<file path="src/rtl/pong_pkg.sv">
// Shared Pong definitions: match states, score width, field centre, point-award helper.
// PONG_WIN_BY_TWO_EN selects win-by-two scoring with deuce fold.
package pong_pkg;

  typedef enum logic [1:0] {IDLE, SERVE, PLAY, OVER} state_t;

  localparam int unsigned SCORE_W  = 4;
  localparam int unsigned CENTRE_X = 320;
  localparam int unsigned CENTRE_Y = 240;

  typedef struct packed {
    logic [SCORE_W-1:0] scorer;
    logic [SCORE_W-1:0] other;
    logic               win;
  } pt_res_t;

  // Score one point for 'scorer'; returns the new nibbles and whether the match ends.
  function automatic pt_res_t award_point(input logic [SCORE_W-1:0] scorer,
                                          input logic [SCORE_W-1:0] other,
                                          input logic [SCORE_W-1:0] win_score);
    pt_res_t r;
    r.scorer = scorer + 4'd1;
    r.other  = other;
`ifdef PONG_WIN_BY_TWO_EN
    r.win = (r.scorer >= win_score) && ({1'b0, r.scorer} >= {1'b0, r.other} + 5'd2);
    // Tie above WIN_SCORE-1 folds back to WIN_SCORE-1 each so nibbles never wrap.
    if ((r.scorer == r.other) && (r.scorer > win_score - 4'd1)) begin
      r.scorer = win_score - 4'd1;
      r.other  = win_score - 4'd1;
    end
`else
    r.win = (r.scorer >= win_score);
`endif
    return r;
  endfunction

endpackage

</file>
<file path="src/rtl/pong_match_ctrl_if.sv">
// Match-controller bundle between physics/UI (master) and pong_match_ctrl (slave).
interface pong_match_ctrl_if;
  logic       start;
  logic       player_point;
  logic       opp_point;
  logic       ball_run;
  logic       serve_dir_x;
  logic [7:0] score;
  logic       game_over;
  logic       winner;

  modport master (output start, player_point, opp_point,
                  input  ball_run, serve_dir_x, score, game_over, winner);
  modport slave  (input  start, player_point, opp_point,
                  output ball_run, serve_dir_x, score, game_over, winner);
endinterface

</file>
<file path="src/rtl/pong_tick_timer.sv">
// Loadable up-counter with terminal-count flag at SERVE_TICKS-1.
module pong_tick_timer #(
  parameter int unsigned SERVE_TICKS = 30
) (
  input  logic clk_div,
  input  logic rst_n,
  input  logic load,
  input  logic en,
  output logic tc
);

  logic [5:0] cnt;

  always_ff @(posedge clk_div) begin
    if (!rst_n)    cnt <= '0;
    else if (load) cnt <= '0;
    else if (en)   cnt <= cnt + 6'd1;
  end

  assign tc = (cnt == 6'(SERVE_TICKS - 1));

endmodule

</file>
<file path="src/rtl/pong_match_ctrl.sv">
// Pong match controller: sequences serve/play/game-over and keeps the packed score.
// PONG_WIN_BY_TWO_EN (via pong_pkg::award_point) enables win-by-two scoring.
//   state | meaning
//   IDLE  | power-up, ball held, waiting for start edge
//   SERVE | ball held at centre for SERVE_TICKS ticks
//   PLAY  | ball live, point pulses scored
//   OVER  | match won, score frozen until start edge
module pong_match_ctrl
  import pong_pkg::*;
#(
  parameter int unsigned WIN_SCORE   = 11,
  parameter int unsigned SERVE_TICKS = 30
) (
  input  logic                clk_div,
  input  logic                rst_n,
  pong_match_ctrl_if.slave    bus
);

  localparam logic [SCORE_W-1:0] WIN4 = SCORE_W'(WIN_SCORE);

  state_t             state;
  logic [SCORE_W-1:0] score_p, score_o;
  logic               start_q, ball_run_r, serve_dir_r, game_over_r, winner_r;
  logic               start_edge, serve_done;
  pt_res_t            res_p, res_o;

  pong_tick_timer #(.SERVE_TICKS(SERVE_TICKS)) u_serve_timer (
    .clk_div (clk_div),
    .rst_n   (rst_n),
    .load    (state != SERVE),
    .en      (state == SERVE),
    .tc      (serve_done)
  );

  assign start_edge = bus.start & ~start_q;
  assign res_p      = award_point(score_p, score_o, WIN4);
  assign res_o      = award_point(score_o, score_p, WIN4);

  always_ff @(posedge clk_div) begin
    if (!rst_n) begin
      state       <= IDLE;
      score_p     <= '0;
      score_o     <= '0;
      start_q     <= 1'b0;
      ball_run_r  <= 1'b0;
      serve_dir_r <= 1'b1;
      game_over_r <= 1'b0;
      winner_r    <= 1'b0;
    end else begin
      start_q <= bus.start;
      case (state)
        IDLE:  if (start_edge) state <= SERVE;
        SERVE: if (serve_done) begin
          state      <= PLAY;
          ball_run_r <= 1'b1;
        end
        PLAY: begin
          if (bus.player_point || bus.opp_point) begin
            ball_run_r <= 1'b0;
            state      <= SERVE;
          end
          // Simultaneous pulses are a physics ambiguity: replay the serve, score nothing.
          if (bus.player_point && !bus.opp_point) begin
            score_p     <= res_p.scorer;
            score_o     <= res_p.other;
            serve_dir_r <= 1'b0;
            if (res_p.win) begin
              state       <= OVER;
              game_over_r <= 1'b1;
              winner_r    <= 1'b1;
            end
          end else if (bus.opp_point && !bus.player_point) begin
            score_o     <= res_o.scorer;
            score_p     <= res_o.other;
            serve_dir_r <= 1'b1;
            if (res_o.win) begin
              state       <= OVER;
              game_over_r <= 1'b1;
              winner_r    <= 1'b0;
            end
          end
        end
        OVER: if (start_edge) begin
          score_p     <= '0;
          score_o     <= '0;
          game_over_r <= 1'b0;
          state       <= SERVE;
        end
        default: state <= IDLE;
      endcase
    end
  end

  assign bus.ball_run    = ball_run_r;
  assign bus.serve_dir_x = serve_dir_r;
  assign bus.score       = {score_o, score_p};
  assign bus.game_over   = game_over_r;
  assign bus.winner      = winner_r;

endmodule

</file>
<file path="src/flat_wrapper.sv">
// flat-port wrapper written by rule: the top's interface ports become plain ports
module pong_match_ctrl_flat import pong_pkg::*;
#(
  parameter int unsigned WIN_SCORE   = 11,
  parameter int unsigned SERVE_TICKS = 30
)
  (clk_div, rst_n, bus_start, bus_player_point, bus_opp_point, bus_ball_run, bus_serve_dir_x, bus_score, bus_game_over, bus_winner);
  pong_match_ctrl_if bus_i ();
  input  logic clk_div;
  input  logic rst_n;
  input wire logic [$bits(bus_i.start)-1:0] bus_start;
  input wire logic [$bits(bus_i.player_point)-1:0] bus_player_point;
  input wire logic [$bits(bus_i.opp_point)-1:0] bus_opp_point;
  output wire logic [$bits(bus_i.ball_run)-1:0] bus_ball_run;
  output wire logic [$bits(bus_i.serve_dir_x)-1:0] bus_serve_dir_x;
  output wire logic [$bits(bus_i.score)-1:0] bus_score;
  output wire logic [$bits(bus_i.game_over)-1:0] bus_game_over;
  output wire logic [$bits(bus_i.winner)-1:0] bus_winner;
  assign bus_i.start = bus_start;
  assign bus_i.player_point = bus_player_point;
  assign bus_i.opp_point = bus_opp_point;
  assign bus_ball_run = bus_i.ball_run;
  assign bus_serve_dir_x = bus_i.serve_dir_x;
  assign bus_score = bus_i.score;
  assign bus_game_over = bus_i.game_over;
  assign bus_winner = bus_i.winner;
  pong_match_ctrl #(.WIN_SCORE(WIN_SCORE), .SERVE_TICKS(SERVE_TICKS)) u_core (.clk_div(clk_div), .rst_n(rst_n), .bus(bus_i));
endmodule
</file>
<file path="config.mk">
export PLATFORM = sky130hd
export DESIGN_NAME = pong_match_ctrl_flat
export DESIGN_NICKNAME = d
export VERILOG_FILES = /design/src/rtl/pong_pkg.sv /design/src/rtl/pong_match_ctrl_if.sv /design/src/rtl/pong_tick_timer.sv /design/src/rtl/pong_match_ctrl.sv /design/src/flat_wrapper.sv
export SDC_FILE = /design/constraint.sdc
export NUM_CORES = 1
export LEC_CHECK = 0
export CAP_MARGIN = 20
export CORE_UTILIZATION = 55
export CTS_BUF_LIST = sky130_fd_sc_hd__clkbuf_4
export CTS_CLUSTER_DIAMETER = 200
export DETAILED_ROUTE_END_ITERATION = 8
export PLACE_DENSITY = 0.77
export SKIP_CTS_REPAIR_TIMING = 1
export SLEW_MARGIN = 20
export SYNTH_ARGS = -nofsm -noshare
export SYNTH_HDL_FRONTEND = slang
export SYNTH_SLANG_ARGS = --single-unit
</file>
<file path="constraint.sdc">
create_clock -name clk_div -period 2.25 [get_ports clk_div]
set_input_delay 0.225 -clock clk_div [delete_from_list [all_inputs] [get_ports clk_div]]
set_output_delay 0.225 -clock clk_div [all_outputs]
set_load 0.1 [all_outputs]
</file>
# After elaboration in Yosys (flattened, before gate mapping)
# Index checks and enable logic that the tools add are counted.
# classes
order_cmp	2
n_reduce_logical	19
n_eq_ne	16
add_sub_neg	3
n_mux	28
n_bitwise	3
# ops
cell	n
4-bit 2-to-1 mux	4
2-bit by 1-bit inequality test with 1-bit output, second input constant	8
4-bit one-hot mux with 2 select lines	2
2-bit 2-to-1 mux	7
1-bit 2-to-1 mux	12
4-bit by 1-bit adder with 4-bit output, second input constant	2
4-bit greater-or-equal comparator, second input constant	2
4-bit AND reduction	2
2-bit nonzero test	4
6-bit by 1-bit adder with 6-bit output, second input constant	1
6-bit by 5-bit equality test with 1-bit output, second input constant	1
3-bit by 1-bit inequality test with 1-bit output, second input constant	2
2-bit one-hot mux with 3 select lines	1
3-bit AND reduction	2
5-bit AND reduction	1
2-bit equality test, second input constant	2
1-bit one-hot mux with 2 select lines	2
2-bit AND reduction	2
2-bit OR reduction	2
3-bit by 2-bit inequality test with 1-bit output, second input constant	1
2-bit by 1-bit equality test with 1-bit output, second input constant	1
1-bit logical AND	2
1-bit zero test	2
2-bit zero test	1
4 further kinds	5
# word_totals
reg_bits	21
elab_cells	80

# Longest topological paths before layout
# logic_depth
depth_word	6
mapped_depth	8
mapped_depth_nobuf	7

# Hierarchy
# A second synthesis with hierarchy kept.
# unflattened
hier_cells	149
hier_area_um2	1251.2
# by_module_without_submodules
mod	area_each_um2	cells_per_inst	instances
pong_match_ctrl	982.2	120	1
pong_tick_timer	269.0	29	1

# Worst setup path after synthesis
# OpenSTA, ideal clock, no wires.
# synth_timing
path_type	reg2reg
from	reg u_core.score_p[0]
to	reg u_core.winner_r, in the netlist u_core.bus.winner
t_arrival_ns	2.081
slack_ns	0.093
setup_ns	0.076
required_time_ns	2.174
synth_period_minus_slack_ns	2.157
stages_incl_launch_ff	6
path_cell_list	dfxtp_1 ha_1 xor2_1 o21ai_0 or3_1 a21boi_0
# synth_via
elab_chain_cells	4
# synth_lines
item	line	text
from (decl)	pong_match_ctrl.sv:22	logic [SCORE_W-1:0] score_p, score_o;
from (signal assigned)	pong_match_ctrl.sv:64	score_p <= res_p.scorer;
from (signal assigned)	pong_match_ctrl.sv:74	score_p <= res_o.other;
4-bit by 1-bit adder with 4-bit output	pong_pkg.sv:22	r.scorer = scorer + 4'd1;
4-bit greater-or-equal comparator	pong_pkg.sv:32	r.win = (r.scorer >= win_score);
2-bit by 1-bit inequality test with 1-bit output (no line)	n/a	
4-bit AND reduction (no line)	n/a	
to (signal assigned)	pong_match_ctrl.sv:48	winner_r <= 1'b0;
to (signal assigned)	pong_match_ctrl.sv:70	winner_r <= 1'b1;
to (signal assigned)	pong_match_ctrl.sv:79	winner_r <= 1'b0;
to (decl)	pong_match_ctrl.sv:23	logic start_q, ball_run_r, serve_dir_r, game_over_r, winner_r;
# Every way passes these cells.
# A chain may end at the register's enable or synchronous reset.

# Worst setup path in the final report
# layout_timing
from	reg u_core.state[1]
to	reg u_core.score_o[2]
# layout_via
elab_chain_cells	3
elab_cells_between_ends	8
cone_classes	eq/ne (5); mux (1); reduce/logical (2)
# layout_lines
item	line	text
from (decl)	pong_match_ctrl.sv:21	state_t state;
from (signal assigned)	pong_match_ctrl.sv:41	state <= IDLE;
from (signal assigned)	pong_match_ctrl.sv:52	IDLE: if (start_edge) state <= SERVE;
from (signal assigned)	pong_match_ctrl.sv:54	state <= PLAY;
2-bit equality test	pong_match_ctrl.sv:51	case (state)
2-bit by 1-bit inequality test with 1-bit output (no line), or another cell as far along	n/a	
4-bit AND reduction (no line)	n/a	
to (signal assigned)	pong_match_ctrl.sv:65	score_o <= res_p.other;
to (signal assigned)	pong_match_ctrl.sv:73	score_o <= res_o.scorer;
to (decl)	pong_match_ctrl.sv:22	
# Parallel ways exist; a longest one is shown, timed or not.

==> flow_summary.yaml <==
run_status:
  status: "complete, no violations"
sta:
  setup_tns_ns: 0
  setup_viol: 0
  worst_pin_slew_ns: 0.492
  setup_ws_ns: 0.363
  fmax_mhz: 530
  hold_violations: 0
  slew_viol_final: 0
  post-route-min-period_ns: 1.89
  slew_headroom_pct: 67.1
  rsz0062_at_grt: "false"
  period_share_pct: 83.9
  fin_skew_ns: 0.00172
routing:
  drtPass1Iterations: 4
  drtIter0Drc: 18
  vias_per_cell: 5.55
  ant_nets: 0
  drt_wl_total_mm: 2.19
  vias: 1016
  drcViolationCount: 0
  wl_per_cell_um: 12.0
setup_path:
  path_cells: "ha_1 -> nand2b_4 -> or3_4 -> or3b_1 -> a21oi_1"
  crit_slowest_cell: "ha_1"
  endpoint_kind: "flop"
  crit_fanout: 11
  cp.required_ns: 2.49
  cp.arrival_ns: 2.13
  cp.buffers_inverters: 0
  startpoint_type: "flop"
  worst-setup-path-type: "flop to flop"
  cp_top_family: "simple AND/OR/NAND/NOR gates"
  slowest_delay_ns: 0.43
clocking:
  clock_sinks: 21
  clock_latency_ns: 0.30
  root_buffer: "clkbuf_4"
  cts_inserted_buffers: 3
  cts_tree: "built"
  path_clk_slew_ns: 0.11
  cts_max_path_buffers: 2
  ctsHtreeMaxLevel: 1
die:
  die_area_sq_um: 2350
  die_w_um: 48.4
  die_h_um: 48.4
  start_util_pct: 59.3
  core_sq_um: 2000
  io_pins: 17
  rows: 16
logic_synthesis:
  synth_edf_count: 0
  synth-async-reset-ratio_pct: 0
  yosysTopAreaCellShare_pct: 35.4
  postSynthAreaPerCell_sq_um: 8.66
  yosysUniqueCellTypes: 35
  syn_inst: 137
  synth_nets: 155
  synth_top_family_by_area: "simple AND/OR/NAND/NOR gates"
  ys_top_cells_by_count: "dfxtp_1, ha_1, nor2_1"
  yosys_warnings: 0
  synth_mux_area_share_pct: 2.53
  yosys.area.top_type: "dfxtp_1"
  synth-compound-area-share_pct: 18.5
  ys_seq_area_share_pct: 35.4
  syn_area_sq_um: 1190
  yosysMostFrequentCell: "dfxtp_1"
  yosys.area_share.xor_xnor_pct: 4.43
  yosys.area_share.simple_pct: 20.9
  synth.top_cells.by_area: "dfxtp_1, ha_1, a21oi_1, nor2_1, inv_1"
  ys.flop_type: "dfxtp_1"
  yosys_register_bits: 21
  synthAdderAreaFrac_pct: 13.7
final_layout:
  drive_gt1_share_pct: 14.1
  final_area_sq_um: 1380
  area_delta_synth_final_pct: 16.0
  finalNonFillerCells: 183
  nets: 175
  n_antenna_cell: 0
  fillers: 177
place:
  place_area_sq_um: 1350
  io_buffer_count: 16
  gp_congestion: 0.805
  post-dp-hpwl_mm: 1.66
  placed_cells_incl_taps: 179
  post-place-ws_ns: 0.155
flow_run:
  cap_violations: 0
global_route:
  grt_pass1_vias: 905
  grt_max_degree: 16
  grt_use_total_pct: 20.4
  grt_pass1_wl_mm: 3.76
  antenna_found_initial: 0
  gr-total-overflow: 0
pwr:
  power_density_nw_per_um2: 753
  p_total_w: 0.00104
  p_leak_nw: 0.585
  irDropWorstVdd_mv: 0.428
worst_hold_path:
  hold_path_class: "flop to flop"
-- layer usage --
metal | wire length (um) | up-vias | global-route usage (%)
met4 | 29 | 0 | 8.82
met5 | 0 | - | 0
met3 | 89 | 5 | 4.09
met2 | 999 | 23 | 33.3
met1 | 1070 | 468 | 26.0
li1 | - | 520 | -
-- layout by cell type (no fill, tap or decap), types with 2 or more instances in the layout --
cell,instances
mux2i_1,3
a21boi_0,3
o221ai_1,2
ha_1,13
nand4_1,2
xor2_1,5
clkbuf_4,3
nand2_1,10
clkdlybuf4s50_1,4
or3_1,3
nor2b_1,4
inv_1,12
nor2_1,13
a21oi_1,10
o211ai_1,4
dfxtp_1,21
o21ai_0,8
or3b_1,2
nand2b_1,2
nand3_1,3
buf_4,13
-- report_power, final --
| part | internal [W] | total (W) | switching, W |
|---|---|---|---|
| Sequential | 0.000407 | 0.000441 | 0.0000344 |
| Clock | 0.0000663 | 0.000180 | 0.000113 |
| Combinational | 0.000134 | 0.000416 | 0.000282 |
-- path summary, 6_finish.rpt --
kind / cells after the start / end / startpoint / slack [ns]
worst max register to register: 5 / u_core.score_o[2]$_SDFFE_PN0P_ / u_core.state[1]$_SDFFE_PN0P_ / 0.36
worst max-delay path: 5 / u_core.score_o[2]$_SDFFE_PN0P_ / u_core.state[1]$_SDFFE_PN0P_ / 0.36
worst min register to register: 2 / u_core.bus.game_over$_SDFFE_PN0P_ / u_core.bus.game_over$_SDFFE_PN0P_ / 0.48
worst min-delay path: 2 / u_core.bus.game_over$_SDFFE_PN0P_ / u_core.bus.game_over$_SDFFE_PN0P_ / 0.48
-- through the flow --
stage               utilization, %  hold WS, ns
floorplan                        -        0.347
global placement              67.4        0.448
detailed placement            67.4        0.457
CTS                           68.8        0.485
global route                  68.8        0.515
finish                        68.8        0.480
-- worst register-to-register path, delay by kind of cell (launching register included) --
| family | cells | cell delay [ns] |
|---|---|---|
| flops | 1 | 0.42 |
| fa+ha+maj | 1 | 0.43 |
| compound gates | 1 | 0.14 |
| simple gates | 3 | 0.84 |
-- flip-flops by register name, summed over array words and instances (netlist names) --
register and flops:
u_core.u_serve_timer.cnt 6, u_core.score_o 4, u_core.score_p 4, u_core.state 2, u_core.bus.ball_run 1, u_core.bus.game_over 1
u_core.bus.serve_dir_x 1, u_core.bus.winner 1, u_core.start_q 1
-- layout make-up --
class	instances	area, sq um	area share [%]
multi-input cells	102	712	51.7
clock buffers	3	22.5	1.64
inverters	12	45.0	3.27
flip-flops and latches	21	420	30.5
clock inverters	1	5.00	0.364
well taps	27	33.8	2.45
repair buffers	17	138	10.0
-- kinds of logic after synthesis --
logic type	after synthesis
compound gates	34
mux	3
fa+ha+maj	13
buf+inv	14
simple gates	46
xor+xnor	6
flops	21
No activity file was read; power rests on OpenSTA's default activity.
==> RTL edit: new RTL, same settings <==
Build with the macro `PONG_WIN_BY_TWO_EN` defined.
--- a/src/rtl/pong_pkg.sv
+++ b/src/rtl/pong_pkg.sv
@@ -1,5 +1,7 @@
 // Shared Pong definitions: match states, score width, field centre, point-award helper.
 // PONG_WIN_BY_TWO_EN selects win-by-two scoring with deuce fold.
+`define PONG_WIN_BY_TWO_EN
+
 package pong_pkg;
 
   typedef enum logic [1:0] {IDLE, SERVE, PLAY, OVER} state_t;
Function: no difference found for any inputs over 10 cycles, from zero or initial values and one cycle with rst_n low; that may be too few to reach the edited logic, so the function may still have changed.
==> RTL edit against the original RTL <==
- via count increased by 52%
- sequential cell count unchanged
- power increased by 52%
- synthesized cell count increased by 41%
- setup slack got worse by 0.28 ns
- wire length increased by 90%
- area after synthesis increased by 37%
- clock skew increased by 0.0060 ns
- cell area increased by 38%
- maximum frequency decreased by 13%
- critical endpoint is now u_core.score_p[1]
- highest routed layer unchanged
==> RTL edit: results (changes against the original RTL) <==
- Outcome: finished, final reports clean
- Gpl congestion: 0.919 (+14%)
- R2R Setup Slk: 0.08 ns (-0.28 ns)
- Clock Skew: 0.00771 ns (+0.00599 ns)
- Global-route wire length before repair: 6810 um (+81%)
- Layout cells sized above 1: 20.1% (+6.0 points)
- Static Leak: 0.798 nW (+37%)
- Layout filler cell count: 254 (+44%)
- Drt first-iter violations: 95 (+77)
- M2 GR Usage: 46.6% (+13 points)
- P_comb: 898 uW (+120%)
- Worst VDD drop: 747 uV (+74%)
- Largest net degree at the start of global routing: 14 (-2)
- Sequential power share: 30.7% (-12 points)
- CP Launch Point: u_core.score_o[0]
- WP data arrival: 2.42 ns (+0.29 ns)
- Pre-CTS setup slack: 0.105 ns (-0.0501 ns)
- Dpl cells: 245 (+37%)
- FF-to-FF path depth: 9 (+4)
- Dominant cells by area after synthesis: dfxtp_1 26%, ha_1 15%, xor2_1 3.8%, a21oi_1 3.7%, inv_1 3.7%
- Yosys cell types: 52 (+49%)
- Synthesized Nets: 217 (+40%)
- Clk slew on worst S/H paths: 0.13 ns (+0.02 ns)
- Detailed-route wire length: 4170 um (+90%)
- Commonest cells post-synth: 21 x dfxtp_1, 19 x ha_1, 16 x inv_1, 13 x nor2_1, 12 x a21oi_1
- GR Util All Layers: 27.8% (+7.4 points)
- Hold Crit Start: u_core.bus.ball_run
- Slew HR: 59.1% (-8.0 points)
- Met3 Use GR: 3.00% (-1.1 points)
- Met1 Use GR: 36.2% (+10 points)
-- RTL edit: cell type report --
class	instances	area [um2]	share of cell area [%]
inverters	16	60.1	3.16
flip-flops and latches	21	439	23.1
well taps	31	38.8	2.04
multi-input cells	150	1120	58.7
clock buffers	3	22.5	1.18
clock inverters	1	5.00	0.263
repair buffers	28	220	11.6
-- RTL edit: cell families (layout without fill, tap and decap cells) --
kind of cell	after synthesis	in the layout	synth area share (%)
multiplexers	2	2	1.23
XOR/XNOR	12	12	7.40
adder cells (fa/ha/maj)	19	19	14.6
buffers and inverters	22	48	5.94
flip-flops	21	21	25.9
AO/OA/AOI/OAI	53	53	23.4
AND/OR/NAND/NOR	64	64	21.4
-- RTL edit: worst max-delay path, stage by stage, from the launching register on --
cell	delay, ns
dfxtp_4	0.39
inv_1	0.06
ha_1	0.30
inv_2	0.05
ha_1	0.31
inv_1	0.07
o2111ai_2	0.11
o31a_1	0.36
or3_1	0.33
o21ai_1	0.12
